### src/rtl/roclk_seq_hs.sv
// roclk_seq_hs: sequential two-layer binary neural network classifier with start/valid/ready handshake.
// Ports: clk, rst (async, active-high); start/features/in_ready accept a request in IDLE;
// out_valid/out_ready/prediction/score deliver the argmax class and its popcount score in DONE.
module roclk_seq_hs #(
  parameter int FEAT_CNT = 4,
  parameter int FEAT_BITS = 4,
  parameter int HIDDEN_CNT = 4,
  parameter int CLASS_CNT = 4,
  parameter int PAR = 1,
  parameter logic [HIDDEN_CNT*FEAT_CNT-1:0] Weights0 = '0,
  parameter logic [CLASS_CNT*HIDDEN_CNT-1:0] Weights1 = '0
) (
  input  logic                               clk,
  input  logic                               rst,
  input  logic                               start,
  input  logic [FEAT_CNT*FEAT_BITS-1:0]      features,
  output logic                               in_ready,
  output logic                               out_valid,
  input  logic                               out_ready,
  output logic [$clog2(CLASS_CNT)-1:0]       prediction,
  output logic [$clog2(HIDDEN_CNT+1)-1:0]    score
);
  localparam int SW = FEAT_BITS + $clog2(FEAT_CNT) + 1;
  localparam int NG = HIDDEN_CNT / PAR;
  localparam int GW = NG > 1 ? $clog2(NG) : 1;
  localparam int CW = $clog2(CLASS_CNT);
  localparam int SCW = $clog2(HIDDEN_CNT + 1);
  typedef enum logic [1:0] {IDLE, HIDDEN, CLASS, DONE} state_t;
  state_t state_q;
  logic [FEAT_CNT*FEAT_BITS-1:0] feat_q;
  logic [HIDDEN_CNT-1:0] hid_q, hid_d, agree;
  logic [GW-1:0] g_q;
  logic [CW-1:0] c_q, idx_q, idx_d;
  logic [SCW-1:0] best_q, best_d, s_c;
  logic take;
  function automatic logic fire(input logic [FEAT_CNT-1:0] w, input logic [FEAT_CNT*FEAT_BITS-1:0] f);
    logic signed [SW-1:0] s;
    s = '0;
    for (int i = 0; i < FEAT_CNT; i++)
      s = w[i] ? s + SW'(f[i*FEAT_BITS +: FEAT_BITS]) : s - SW'(f[i*FEAT_BITS +: FEAT_BITS]);
    return !s[SW-1];
  endfunction
  // Shifts select the active weight rows so every index stays width-exact.
  always_comb begin
    hid_d = hid_q;
    for (int p = 0; p < PAR; p++)
      hid_d = (hid_d & ~(HIDDEN_CNT'(1) << (int'(g_q) * PAR + p)))
            | (HIDDEN_CNT'(fire(FEAT_CNT'(Weights0 >> ((int'(g_q) * PAR + p) * FEAT_CNT)), feat_q))
               << (int'(g_q) * PAR + p));
    agree = ~(hid_q ^ HIDDEN_CNT'(Weights1 >> (int'(c_q) * HIDDEN_CNT)));
    s_c = '0;
    for (int j = 0; j < HIDDEN_CNT; j++) s_c = s_c + SCW'(agree[j]);
    take = (c_q == '0) || (s_c > best_q);
    best_d = take ? s_c : best_q;
    idx_d = take ? c_q : idx_q;
  end
  always_ff @(posedge clk or posedge rst) begin
    if (rst) begin
      state_q <= IDLE;
      in_ready <= 1'b1;
      out_valid <= 1'b0;
      prediction <= '0;
      score <= '0;
      feat_q <= '0;
      hid_q <= '0;
      g_q <= '0;
      c_q <= '0;
      idx_q <= '0;
      best_q <= '0;
    end else begin
      case (state_q)
        IDLE: if (start) begin
          feat_q <= features;
          hid_q <= '0;
          g_q <= '0;
          in_ready <= 1'b0;
          state_q <= HIDDEN;
        end
        HIDDEN: begin
          hid_q <= hid_d;
          g_q <= g_q + 1'b1;
          if (g_q == GW'(NG - 1)) begin
            c_q <= '0;
            state_q <= CLASS;
          end
        end
        CLASS: begin
          best_q <= best_d;
          idx_q <= idx_d;
          c_q <= c_q + 1'b1;
          if (c_q == CW'(CLASS_CNT - 1)) begin
            prediction <= idx_d;
            score <= best_d;
            out_valid <= 1'b1;
            state_q <= DONE;
          end
        end
        DONE: if (out_ready) begin
          out_valid <= 1'b0;
          in_ready <= 1'b1;
          state_q <= IDLE;
        end
        default: state_q <= IDLE;
      endcase
    end
  end
endmodule

### config.mk
export PLATFORM = sky130hd
export DESIGN_NAME = roclk_seq_hs
export DESIGN_NICKNAME = d
export VERILOG_FILES = /design/src/rtl/roclk_seq_hs.sv
export SDC_FILE = /design/constraint.sdc
export NUM_CORES = 1
export LEC_CHECK = 0
export ABC_AREA = 1
export CORE_UTILIZATION = 45
export DETAILED_ROUTE_END_ITERATION = 7
export HOLD_SLACK_MARGIN = 0.06
export PLACE_DENSITY_LB_ADDON = 0.08
export SYNTH_ARGS = -nofsm -noshare
export SYNTH_HDL_FRONTEND = slang
export SYNTH_SLANG_ARGS = --single-unit
### constraint.sdc
create_clock -name clk -period 10.4 [get_ports clk]
set_clock_uncertainty 0.05 [all_clocks]
set_input_delay 2.08 -clock clk [delete_from_list [all_inputs] [get_ports clk]]
set_output_delay 2.08 -clock clk [all_outputs]
set_load 0.1 [all_outputs]
; Word level (Yosys, flattened, before mapping)
; Index checks and enable logic that the tools add are counted.
[word_totals]
reg_bits = 38
in_bits = 20
out_inout_bits = 7
word_cells = 80
[op_classes]
add_sub_neg = 12
n_lt_le_gt_ge = 1
n_eq_ne = 9
n_shift = 4
n_mux = 23
bitwise = 5
reduce_logical = 15
[ops]
columns = cell, count
row1 = 7-bit 2-to-1 mux, 4
row2 = 7-bit by 4-bit adder with 7-bit output, 3
row3 = 7-bit by 4-bit subtractor with 7-bit output, 3
row4 = 2-bit 2-to-1 mux, 7
row5 = 2-bit == test (second input constant), 4
row6 = 2-bit != test (second input constant), 4
row7 = 4-bit NOT, 2
row8 = 2-bit one-hot mux with 2 select lines, 2
row9 = 2-bit one-hot mux with 4 select lines, 1
row10 = 4-bit one-hot mux with 2 select lines, 1
row11 = 2-bit AND reduction, 4
row12 = 2-bit nonzero test, 4
row13 = 1-bit by 4-bit right shift with 4-bit output (first input constant), 2
row14 = 3-bit AND reduction, 2
row15 = 1-bit by 4-bit subtractor with 5-bit output (first input constant), 1
row16 = 2-bit by 1-bit adder with 2-bit output (second input constant), 2
row17 = 4-bit AND, 1
row18 = 2-bit zero test, 2
row19 = 1-bit 2-to-1 mux, 4
row20 = 4-bit 2-to-1 mux, 1
row21 = 4-bit OR, 1
row22 = 1-bit one-hot mux with 2 select lines, 2
row23 = 4-bit AND reduction, 1
row24 = 1-bit by 2-bit << shifter with 4-bit output, 1
row25 = 10 further kinds, 10

; Depth between registers and ports, before layout
; Gate-level depths: netlist of the first run.
[logic_depth]
word_depth = 12
ltp_mapped = 26
ltp_nobuf = 26

; Worst setup path after synthesis of the first run
; No wires, ideal clock.
[synth_path]
path_kind = register to register
startpoint = reg feat_q[4]
endpoint = reg hid_q[2]
setup_time_ns = 0.117
arrival_ns = 3.316
t_required_ns = 10.233
path_slack_ns = 6.918
stages_incl_launch_ff = 26
path_buffers = 0
synth_period_minus_slack_ns = 3.482
cell_sequence = dfrtp_1 > inv_1 > ha_1 > xnor2_1 > ha_1 > a21oi_1 > nand2_1 > xnor2_1 > inv_1 > ha_1 > nand2_1 > nand2_1 > a31oi_1 > xor2_1 > inv_1 > ha_1 > nand2_1 > or2_2 > nand3_1 > inv_1 > nand2_1 > nand2_2 > nand3_1 > nand2_1 > nand2_1 > nand2_1
[synth_via]
elab_chain_len = 10
elab_cells_between_ends = 13
cone_classes = add/sub (6) / shift (1) / mux (4) / bitwise (1) / reduce/logical (1)
[synth_rtl]
columns = element, line_no
row1 = "start, declared", 30  ; logic [FEAT_CNT*FEAT_BITS-1:0] feat_q;
row2 = "start signal, assigned", 73  ; feat_q <= features;
row3 = 7-bit by 4-bit subtractor with 7-bit output / 7-bit by 4-bit adder with 7-bit output (equally long branches), 40  ; s = w[i] ? s + SW'(f[i*FEAT_BITS +: FEAT_BITS]) : s - SW'(f[i*FEAT_BITS +: FEAT_BITS]);
row4 = 7-bit 2-to-1 mux *, 40
row5 = 7-bit by 4-bit subtractor with 7-bit output / 7-bit by 4-bit adder with 7-bit output (equally long branches), 40
row6 = 7-bit 2-to-1 mux *, 40
row7 = 7-bit by 4-bit subtractor with 7-bit output / 7-bit by 4-bit adder with 7-bit output (equally long branches), 40
row8 = 7-bit 2-to-1 mux *, 40
row9 = 1-bit zero test *, 41  ; return !s[SW-1];
row10 = 1-bit by 2-bit << shifter with 4-bit output *, 48  ; | (HIDDEN_CNT'(fire(FEAT_CNT'(Weights0 >> ((int'(g_q) * PAR + p) * FEAT_CNT)), feat_q))
row11 = 4-bit OR *, 48
row12 = 4-bit one-hot mux with 2 select lines *, 71  ; case (state_q)
row13 = "end signal, assigned", 80  ; hid_q <= hid_d;
row14 = "end, declared", 31  ; logic [HIDDEN_CNT-1:0] hid_q, hid_d, agree;
; Every way passes the cells marked *; elsewhere a longest branch is shown, timed or not.
; A chain may end at the register's enable or synchronous reset.

; Worst setup path in the final report of the first run
[layout_path]
startpoint = reg in_ready
endpoint = out in_ready
[layout_rtl]
columns = element, line_no
row1 = "start, declared", 17  ; output logic in_ready,
row2 = "start signal, assigned", 60  ; in_ready <= 1'b1;
row3 = "start signal, assigned", 76  ; in_ready <= 1'b0;
row4 = "start signal, assigned", 100  ; in_ready <= 1'b1;
; No word-level cell between the ends.

==> impl_table.tex, run 1 <==
\begin{tabular}{lr}
\hline
Metric & Value \\
\hline
\multicolumn{2}{l}{\textbf{Detailed routing}} \\
DRC violations left & 0 \\
Vias post-DR & 2156 \\
Routed Antenna Nets & 0 \\
DR iter-0 viols & 64 \\
Total iterations of the first detailed-routing run & 4 \\
Total detailed-routing wirelength & 5170 um \\
Via-per-instance ratio & 4.91 \\
Routed wirelength normalized by instance count & 11.8 um \\
\multicolumn{2}{l}{\textbf{Global route}} \\
Aggregate global routing overflow & 0 \\
Number of global-route vias before repair & 2075 \\
Combined global-route utilization of all metal layers & 18.0\% \\
Wire length of the first global-routing pass & 8870 um \\
Number of antenna violations at the first check in global routing & 0 \\
Maximum number of pins on one net before global-route repair & 39 \\
\multicolumn{2}{l}{\textbf{Layout}} \\
Share of post-route cells with drive strength above 1 & 5.18\% \\
Count of fill cells added during filler insertion & 563 \\
Footprint of the flip-flops and latches & 952 sq um \\
Layout area overhead & 15.9\% \\
Final instance count without filler cells & 439 \\
NumNets Final & 425 \\
Ant. Diodes & 0 \\
Multi-input logic area & 1510 sq um \\
Post-layout utilization of the core & 55.3\% \\
\multicolumn{2}{l}{\textbf{Setup path}} \\
Crit start category & flip-flop \\
Worst reg-to-reg setup slack & 6.57 ns \\
WP data required & 8.27 ns \\
Longest individual stage delay on the worst path & 1.13 ns \\
Critical-path top delay cell & sky130\_fd\_sc\_hd\_\_clkdlybuf4s50\_1 \\
Series of cell instances along the critical path & clkdlybuf4s50\_1 \\
Buffers and inverters on the worst path & 1 \\
Data arrival time of the critical path & 1.94 ns \\
Class of the most critical setup path & reg2out \\
Crit-path max FO & 2 \\
Cell family with most CP delay & buffers and inverters \\
Worst Setup End Kind & primary output \\
\multicolumn{2}{l}{\textbf{Outcome}} \\
Status & finished, final reports clean \\
\multicolumn{2}{l}{\textbf{Die}} \\
Row count & 27 \\
Floorplan Core Area & 5610 sq um \\
Effective utilization at floorplan & 47.7\% \\
Width of the chip & 79.1 um \\
Die footprint & 6260 sq um \\
Height of the die & 79.1 um \\
Number of ports placed on the die boundary & 27 \\
\multicolumn{2}{l}{\textbf{Logic synthesis}} \\
EDFF count, synth & 0 \\
Synth Instances & 338 \\
Area of the mapped netlist & 2680 sq um \\
Yosys synthesis warning count & 0 \\
Netlist cell types & 23 \\
Post-synth top flop & sky130\_fd\_sc\_hd\_\_dfrtp\_1 \\
Synth cell count leaders & 65 x sky130\_fd\_sc\_hd\_\_nand2\_1, 52 x sky130\_fd\_sc\_hd\_\_inv\_1, 37 x sky130\_fd\_sc\_hd\_\_dfrtp\_1 \\
Count of state elements after synthesis & 38 \\
Top post-synthesis cells by area & sky130\_fd\_sc\_hd\_\_dfrtp\_1 35\%, sky130\_fd\_sc\_hd\_\_ha\_1 17\%, sky130\_fd\_sc\_hd\_\_nand2\_1 9.1\% \\
Proportion of netlist area held by the largest area contributor & 34.6\% \\
Biggest area consumer among synthesized cells & sky130\_fd\_sc\_hd\_\_dfrtp\_1 \\
Post-synthesis async set-or-reset flop share & 100\% \\
Mean post-synth cell area & 7.92 sq um \\
Sequential fraction of the synthesis area & 35.6\% \\
Most repeated cell in the gate-level netlist after synthesis & sky130\_fd\_sc\_hd\_\_nand2\_1 \\
Mapped Nets & 397 \\
\multicolumn{2}{l}{\textbf{CTS}} \\
Number of hold buffers added after cts & 0 \\
Maximum clock insertion buffer count & 2 \\
Clock H-tree levels & 2 \\
Root buffer cell & sky130\_fd\_sc\_hd\_\_clkbuf\_8 \\
Clock network latency to the later pin of the worst-skew pair & 0.28 ns \\
Post-cts sizing count & 0 \\
Clock transition at path regs & 0.07 ns \\
TritonCTS buffer count & 5 \\
TritonCTS clock tree & done \\
Postcts setup bufs & 0 \\
Num Clock Sinks & 38 \\
\multicolumn{2}{l}{\textbf{Placement}} \\
Half-perimeter wire length of the detailed placement result & 4070 um \\
Total of buffers placed on input and output ports & 26 \\
Post-placement cell count & 431 \\
GPL Wtd Cong & 0.815 \\
\multicolumn{2}{l}{\textbf{STA}} \\
Total count of hold-check failures in the final report & 0 \\
Max-slew violation total from the final report & 0 \\
Max Fclk & 0.246 GHz \\
Final count of negative-setup-slack endpoints & 0 \\
Aggregate negative setup slack & 0 ns \\
Max-slew headroom & 33.8\% \\
Portion of the clock cycle consumed by the worst path in the final layout & 39.1\% \\
Worst-Margin Slew & 0.990 ns \\
Min Tclk post-route & 4.07 ns \\
RSZ-0062 raised after global routing & no \\
\multicolumn{2}{l}{\textbf{Flow run}} \\
Number of max-capacitance violations reported & 0 \\
\multicolumn{2}{l}{\textbf{Worst hold path}} \\
Classification of the worst-slack hold path & reg2reg \\
\hline
\end{tabular}
-- kinds of logic (layout without fill, tap and decap cells) --
group	count (synthesis)	after routing	synth area share, %
buffers and inverters	58	87	8.13
adders and majority gates	39	39	19.1
DFF	38	38	35.6
xor gates and xnor gates	13	13	4.25
AOI/OAI and AO/OA	60	60	11.9
and+or+nand+nor	130	130	21.0
-- worst paths after layout --
kind,startpoint,endpoint,cells after the start
setup / recovery,in_ready,in_ready,1
hold / removal,hid_q[3],hid_q[3],2
setup reg to reg,feat_q[4],hid_q[2],25
hold reg to reg,hid_q[3],hid_q[3],2
max in group asynchronous,rst,in_ready,3
min in group asynchronous,rst,state_q[0],3
-- cells in the final DEF (no fill, tap or decap), types with 3 or more instances in the layout --
cell type and count:
sky130_fd_sc_hd__nand2_1 65, sky130_fd_sc_hd__inv_1 52, sky130_fd_sc_hd__dfrtp_1 37, sky130_fd_sc_hd__ha_1 36
sky130_fd_sc_hd__a21oi_1 27, sky130_fd_sc_hd__nor2_1 26, sky130_fd_sc_hd__clkdlybuf4s50_1 26, sky130_fd_sc_hd__o21ai_0 25
sky130_fd_sc_hd__nand3_1 23, sky130_fd_sc_hd__xnor2_1 8, sky130_fd_sc_hd__nand4_1 6, sky130_fd_sc_hd__clkbuf_8 6
sky130_fd_sc_hd__or2_2 5, sky130_fd_sc_hd__xor2_1 5, sky130_fd_sc_hd__o31ai_1 4, sky130_fd_sc_hd__fa_1 3
-- flip-flops by register name, indices dropped and copies added, names as in the netlist, 2 cells and up --
signal	cells
feat_q	16
hid_q	4
best_q	3
score	3
c_q	2
g_q	2
idx_q	2
prediction	2
state_q	2
-- stage by stage --
| step | cell area, sq um | hold WS [ns] | setup slack, ns |
|---|---|---|---|
| 5_1_grt | 3100 | 0.464 | 6.30 |
| 3_3_place_gp | 3010 | 0.413 | 6.39 |
| 4_1_cts | 3100 | 0.434 | 6.31 |
| 6_report | 3100 | 0.432 | 6.33 |
| 3_5_place_dp | 3010 | 0.415 | 6.36 |
| 2_1_floorplan | 2680 | 0.398 | 6.92 |
-- cell type report --
class                           instances  share of cell area [%]
Timing Repair Buffer                   27                    8.63
Tap cell                               72                    2.90
Multi-Input combinational cell        242                    48.5
Inverter                               52                    6.29
Sequential cell                        38                    30.7
Clock inverter                          1                   0.161
Clock buffer                            7                    2.78
-- layer usage --
| metal | share of wire [%] | global-route usage (%) | vias up |
|---|---|---|---|
| met5 | 0 | 0 | - |
| met4 | 0.37 | 4.36 | 0 |
| met1 | 48 | 22.4 | 984 |
| met3 | 2.1 | 3.33 | 2 |
| li1 | - | - | 1152 |
| met2 | 49 | 32.0 | 18 |
Power of run 1 is not shown: default switching activity piles up to over one toggle a cycle in this logic, so the estimate is an artifact.
==> run 2, diff against run 1 <==
==> constraint.sdc (replaced) <==
create_clock -name clk -period 3.88 [get_ports clk]
set_clock_uncertainty 0.05 [all_clocks]
set_input_delay 0.776 -clock clk [delete_from_list [all_inputs] [get_ports clk]]
set_output_delay 0.776 -clock clk [all_outputs]
set_load 0.1 [all_outputs]
==> impl_table.tex, run 2 (synthesized netlist as in run 1, its figures left out) <==
\begin{tabular}{lr}
\hline
Metric & Value \\
\hline
\multicolumn{2}{l}{\textbf{CTS}} \\
Clock network latency to the later pin of the worst-skew pair & 0.28 ns \\
TritonCTS buffer count & 5 \\
Clock transition at path regs & 0.08 ns \\
Root buffer cell & sky130\_fd\_sc\_hd\_\_clkbuf\_8 \\
Num Clock Sinks & 38 \\
Maximum clock insertion buffer count & 2 \\
Clock H-tree levels & 2 \\
TritonCTS clock tree & done \\
\multicolumn{2}{l}{\textbf{STA}} \\
Worst slack on hold paths & 0.438 ns \\
Final count of negative-setup-slack endpoints & 0 \\
Portion of the clock cycle consumed by the worst path in the final layout & 92.6\% \\
Worst-Margin Slew & 0.978 ns \\
Max Fclk & 0.278 GHz \\
Total count of hold-check failures in the final report & 0 \\
Min Tclk post-route & 3.59 ns \\
Max-slew headroom & 34.6\% \\
Max-slew violation total from the final report & 0 \\
\multicolumn{2}{l}{\textbf{Layout}} \\
Top library cells by usage in the layout, fill and taps aside & 65 x sky130\_fd\_sc\_hd\_\_nand2\_1, 50 x sky130\_fd\_sc\_hd\_\_inv\_1, 37 x sky130\_fd\_sc\_hd\_\_dfrtp\_1 \\
Flip-flop count of the largest register after layout & 16 \\
Most common library cell in the layout ignoring fill and taps & sky130\_fd\_sc\_hd\_\_nand2\_1 \\
Top reg by flops & feat\_q \\
Layout area overhead & 18.6\% \\
Summed area of non-filler cells in the final layout & 3170 sq um \\
Share of post-route cells with drive strength above 1 & 8.65\% \\
Count of fill cells added during filler insertion & 540 \\
Biggest registers after layout & feat\_q (16), hid\_q (4) \\
Ant. Diodes & 0 \\
NumNets Final & 428 \\
\multicolumn{2}{l}{\textbf{Detailed routing}} \\
Total detailed-routing wirelength & 5260 um \\
DR iter-0 viols & 61 \\
Routed wirelength normalized by instance count & 11.9 um \\
Via-per-instance ratio & 4.96 \\
Routed Antenna Nets & 0 \\
Vias post-DR & 2191 \\
Total iterations of the first detailed-routing run & 4 \\
DRC violations left & 0 \\
\multicolumn{2}{l}{\textbf{Global route}} \\
Met2 capacity usage during global routing & 32.9\% \\
Global routing usage on met1 & 23.1\% \\
Combined global-route utilization of all metal layers & 18.7\% \\
Number of global-route vias before repair & 2127 \\
Wire length of the first global-routing pass & 9170 um \\
Global-route track usage on met3 & 3.79\% \\
Aggregate global routing overflow & 0 \\
Maximum number of pins on one net before global-route repair & 39 \\
Routing layer with the top usage in global route & met2 \\
Number of antenna violations at the first check in global routing & 0 \\
\multicolumn{2}{l}{\textbf{Setup path}} \\
Crit start category & flip-flop \\
Worst reg-to-reg setup slack & 0.29 ns \\
Class of the most critical setup path & reg2reg \\
Crit-path max FO & 4 \\
Worst Setup End Kind & flip-flop \\
Critical-path top delay cell & sky130\_fd\_sc\_hd\_\_fa\_2 \\
WP data required & 4.01 ns \\
Reg2reg path depth & 22 \\
Capturing point of the worst reg2reg path & hid\_q[0] \\
Worst reg2reg startpoint & feat\_q[5] \\
Most frequent cell on the critical path & sky130\_fd\_sc\_hd\_\_nand2\_1 \\
Data arrival time of the critical path & 3.72 ns \\
Series of cell instances along the critical path & inv\_1 > ha\_4 > fa\_2 > xor2\_1 > ha\_1 > a21oi\_1 > nand2\_1 > nand2\_1 > nand2\_1 > a21oi\_2 > xnor2\_1 > ha\_1 > nand2\_1 > or2\_2 > nand3\_1 > inv\_1 > nand2\_1 > nand2\_2 > nand3\_1 > nand2\_1 > nand2\_1 > nand2\_1 \\
Longest individual stage delay on the worst path & 0.40 ns \\
\multicolumn{2}{l}{\textbf{Flow run}} \\
Number of max-capacitance violations reported & 0 \\
\multicolumn{2}{l}{\textbf{Die}} \\
Die footprint & 6260 sq um \\
Number of ports placed on the die boundary & 27 \\
Row count & 27 \\
Width of the chip & 79.1 um \\
Floorplan Core Area & 5610 sq um \\
Effective utilization at floorplan & 47.7\% \\
Height of the die & 79.1 um \\
\multicolumn{2}{l}{\textbf{Placement}} \\
Total of buffers placed on input and output ports & 26 \\
GPL Wtd Cong & 0.817 \\
Placement-stage cell area & 3020 sq um \\
Half-perimeter wire length of the detailed placement result & 4070 um \\
\multicolumn{2}{l}{\textbf{Worst hold path}} \\
Start point of the worst hold path & idx\_q[1] \\
End point of the worst hold path & idx\_q[1] \\
Classification of the worst-slack hold path & reg2reg \\
Number of cells on the worst hold path & 2 \\
\multicolumn{2}{l}{\textbf{Outcome}} \\
Status & finished, final reports clean \\
\hline
\end{tabular}
[run 2: how the worst max path moves through the flow]
stage / from / to / slack (ns) / cells past startpoint
after global routing: feat_q[0] / hid_q[3] / -0.02 / 25
after floorplan: feat_q[4] / hid_q[2] / 0.40 / 25
after CTS: feat_q[4] / hid_q[0] / 0.09 / 21
after detailed placement: feat_q[4] / hid_q[0] / 0.10 / 21
final: feat_q[5] / hid_q[0] / 0.29 / 22
after global placement: feat_q[4] / hid_q[2] / 0.20 / 22
[run 2: layer usage]
layer | wire length, um | vias to the layer above
li1 | - | 1160
met1 | 2480 | 1013
met2 | 2620 | 16
met3 | 129 | 2
met4 | 34 | 0
met5 | 0 | -
[run 2: final cells by class]
class | instances | area (sq um) | share of cell area [%]
Sequential cell | 38 | 952 | 30.0
Timing Repair Buffer | 30 | 290 | 9.14
Inverter | 52 | 195 | 6.15
Multi-Input combinational cell | 242 | 1550 | 48.9
Clock buffer | 6 | 82.6 | 2.60
Tap cell | 72 | 90.1 | 2.84
Clock inverter | 2 | 12.5 | 0.394
[run 2: stage by stage]
stage          worst slack [ns]  util, %  setup TNS [ns]  cells
2_1_floorplan             0.398        -               0    338
5_1_grt                 -0.0160     56.6         -0.0421    442
6_report                  0.288     56.6               0    442
4_1_cts                  0.0904     55.5               0    440
3_5_place_dp              0.105     53.8               0    432
3_3_place_gp              0.199     53.8               0    432
[run 2: critical path, delay by kind of cell (launching register included)]
family	cells	cell delay [ns]
AOI/OAI and AO/OA	2	0.29
xor gates and xnor gates	2	0.25
adders and majority gates	4	1.26
buffers and inverters	2	0.17
DFF	1	0.38
and+or+nand+nor	12	1.05
[run 2: repair_timing]
item / in CTS / in global routing
hold buffers: 0 / 0
buffers inserted: 0 / 2
gates resized for setup: 0 / 10
endpoints found under the setup margin: 0 / 4
Power of run 2 is left out for the same reason.
==> RTL change 1, RTL diff (config.mk and constraints of run 2) <==
Make the reset (`rst`) synchronous in one clocked block. Comments in the files are not updated.
--- a/src/rtl/roclk_seq_hs.sv
+++ b/src/rtl/roclk_seq_hs.sv
@@ -56,3 +56,3 @@
   end
-  always_ff @(posedge clk or posedge rst) begin
+  always_ff @(posedge clk) begin
     if (rst) begin
Function: differs if rst is asserted again (counterexample within 4 cycles, from zero or initial values and one cycle with rst high); with rst held inactive, the same outputs for 10 cycles.
==> RTL change 1 against run 2 <==
Non-clock buffer count down 1. Critical path type unchanged. Setup slack improved by 0.033 ns. Final area fell by 0.83%. Synthesized area hardly changed. Critical endpoint is now hid_q[3]. Wire length up 5.6%. Sequential cell count stayed put. Highest routed layer unchanged.
Power is not shown: default switching activity piles up to over one toggle a cycle in this logic, so the estimate is an artifact.
==> RTL change 1: results (changes against run 2) <==
* TritonCTS buffer count at 5 (unchanged)
* Crit path DAT at 3.73 ns (about the same)
* Placer Congestion at 0.8057 (-1.4%)
* Syn nets at 432 (+8.8%)
* GR Util All Layers at 19.05% (+0.37 points)
* Layout Nets at 460 (+7.5%)
* Share of flip-flops with an asynchronous set or reset at 0% (-100 points)
* Share of layout cells above drive strength 1 at 9.701% (+1.1 points)
* Largest net degree at the start of global routing at 34 (-13%)
* Routed vias at 2,343 (+6.9%)
* DR WL/cell at 11.72 um (-1.5%)
* Register area share after synthesis at 28.45% (-7.1 points)
* Post-place setup slack at 0.1929 ns (+0.08805 ns)
* Worst-Skew Late Latency at 0.29 ns
* Slowest stage cell, crit path: fa_2
* Main area contributors after synthesis: dfxtp_1, ha_1, inv_1
* H-Tree Depth at 2 (unchanged)
* Synth cell types at 26 (+13%)
* # fillers at 573 (+6.1%)
* Hpwl dp at 4.324 mm (+6.3%)
* Non-filler cells, final at 474 (+7.2%)
* Initial drt markers at 91 (+49%)
* DP Area at 3009 um^2 (-0.33%)
* Top post-synthesis cells by count: inv_1, nand2_1, o21ai_0
* Vias in the first global route at 2,164 (+1.7%)
* Pre-antenna DRT Iters at 4 (unchanged)
* Yosys warning total at 0 (unchanged)
* First-pass GRT wire length at 9.356 mm (+2.0%)
* Number of diodes at 0 (unchanged)
* Status: finished, final reports clean
* Worst rel slew slack at 34.22% (-0.40 points)
* Post-Syn Area per Cell at 7.168 um^2 (-9.5%)
## RTL change 1: changes by cell type after synthesis, sizes merged, moves of 2 or more
cell	change
dfxtp	+38
dfrtp	-37
o21ai	+16
inv	+15
a21oi	+12
nand2	-8
buf	+2
## RTL change 1: what timing repair did
action                                  in CTS  in global routing
hold endpoints to repair                     0                  0
resized for setup                            0                  8
endpoints found under the setup margin       0                  4
setup buffers                                0                  1
## RTL change 1: cells by family after synthesis
| logic type | after synthesis | synth area share [%] |
|---|---|---|
| buf+inv | 75 | 10.53 |
| flops | 38 | 28.45 |
| compound gates | 87 | 17.50 |
| xor+xnor | 12 | 3.931 |
| fa+ha+maj | 39 | 19.09 |
| simple gates | 122 | 20.50 |
## RTL change 1: per-layer routing
| layer | track usage, % | wire length (um) | up-vias |
|---|---|---|---|
| li1 | - | - | 1264 |
| met1 | 23.31 | 2695 | 1057 |
| met2 | 33.19 | 2694 | 16 |
| met3 | 3.448 | 92 | 6 |
| met4 | 6.727 | 72 | 0 |
| met5 | 0 | 0 | - |
## RTL change 1: final timing paths
path             start  cells past startpoint  slack [ns]        to
min           hid_q[2]                      2        0.43  hid_q[2]
max reg2reg  feat_q[4]                     22        0.32  hid_q[3]
max          feat_q[4]                     22        0.32  hid_q[3]
min reg2reg   hid_q[2]                      2        0.43  hid_q[2]
## RTL change 1: final cells by class
| cell class | count | area (um^2) | share of cell area, % |
|---|---|---|---|
| clock buffers | 7 | 86.33 | 2.742 |
| repair buffers | 29 | 282.8 | 8.983 |
| multi-input cells | 260 | 1670 | 53.06 |
| flip-flops and latches | 38 | 762.0 | 24.21 |
| clock inverters | 1 | 5.005 | 0.1590 |
| well taps | 72 | 90.09 | 2.862 |
| inverters | 67 | 251.5 | 7.989 |
==> RTL change 2, RTL diff (config.mk and constraints of run 2) <==
Without the edit above. `HIDDEN_CNT`: 4 -> 8.
--- a/src/rtl/roclk_seq_hs.sv
+++ b/src/rtl/roclk_seq_hs.sv
@@ -6,3 +6,3 @@
   parameter int FEAT_BITS = 4,
-  parameter int HIDDEN_CNT = 4,
+  parameter int HIDDEN_CNT = 8,
   parameter int CLASS_CNT = 4,
Ports: changed (resized score); port bits go from 27 to 28. The function was not compared with the original's and may differ.
==> RTL change 2 against run 2 <==
Sequential cell count grew 7. Wire length rose by 30%. Setup slack got worse by 0.26 ns. Final area is 24% higher. Via count rose by 23%. Synthesized area grew 20%. Non-clock buffer count is 12 higher. Largest cell class unchanged.
Power is left out: the tool's default activity adds up to more than one toggle a clock period on the data nets, which glitch-free logic cannot reach.
==> RTL change 2: results (changes against run 2) <==
* Syn nets at 468 (+18%)
* Status: finished, final reports clean
* Main area contributors after synthesis: dfrtp_1, ha_1, nand2_1
* Share of layout cells above drive strength 1 at 15.96% (+7.3 points)
* Non-filler cells, final at 541 (+22%)
* Dpl cells at 528 (+22%)
* First-pass GRT wire length at 11.52 mm (+26%)
* Post-Syn Area per Cell at 7.999 um^2 (+1.0%)
* Buffers on Ports at 27 (+3.8%)
* Placer Congestion at 0.8196 (+0.33%)
* Worst r2r dst: score[1]
* Hpwl dp at 5.006 mm (+23%)
* Met2 usage at 34.56% (+1.6 points)
* Routed wl met2 at 3.477 mm (+33%)
* Met3 Use GR at 2.571% (-1.2 points)
* Clock-cell share at 2.095% (-0.90 points)
* Signal buf overhead at 9.806% (+0.66 points)
* Met1 GRT Util at 25.11% (+2.0 points)
* WL met1 at 3.195 mm (+29%)
* Routed vias at 2,691 (+23%)
* FF-to-FF setup slack at 0.03 ns (-0.26 ns)
* Register area share after synthesis at 35.06% (-0.52 points)
* Repair and plain buffers at 42 (+40%)
* Initial drt markers at 67 (+9.8%)
* Flip-flop and latch area at 1127 um^2 (+18%)
* Layout Nets at 510 (+19%)
* GR Util All Layers at 19.47% (+0.79 points)
* Multi-input gate count at 286 (+18%)
* Crit Path Max Fanout at 6 (+2)
* Biggest registers after layout: feat_q: 16 flops, hid_q: 8 flops
* Worst-Skew Late Latency at 0.30 ns (+0.02 ns)
* R2R cell count at 14 (-36%)
* # fillers at 657 (+22%)
* DR WL/cell at 12.66 um (+6.4%)
* WHS at 0.4424 ns (+0.004802 ns)
* Tap Cells at 96 (+33%)
* PostCTS Resize Cnt at 14 (+14)
* Synth cell types at 30 (+30%)
* Area of the multi-input gates at 1986 um^2 (+28%)
* Worst rel slew slack at 35.10% (+0.48 points)
* Top post-synthesis cells by count: nand2_1, inv_1, dfrtp_1
* Final Instance Area at 3943 um^2 (+24%)
[RTL change 2: cell count changes after synthesis, moves of 3 or more]
cell,change
nand2_1,+22
inv_1,+11
nand4_1,+9
o21ai_0,+9
dfrtp_1,+7
nand3_1,-7
ha_1,+4
fa_1,+3
[RTL change 2: cells by family after synthesis]
group	after synthesis	share of synthesized area, %
xor+xnor	14	3.813
fa+ha+maj	46	19.30
mux	1	0.3502
compound gates	70	11.67
simple gates	154	21.01
buf+inv	72	8.793
flops	45	35.06
[RTL change 2: how the worst max path moves through the flow]
stage | from | endpoint | slack [ns] | depth (start not counted)
finish | hid_q[3] | score[1] | 0.03 | 14
global route | feat_q[5] | hid_q[5] | -0.13 | 26
CTS | feat_q[5] | hid_q[3] | 0.01 | 24
detailed placement | hid_q[0] | score[1] | -0.20 | 16
global placement | hid_q[0] | score[1] | -0.13 | 16
floorplan | hid_q[0] | best_q[2] | 0.02 | 16
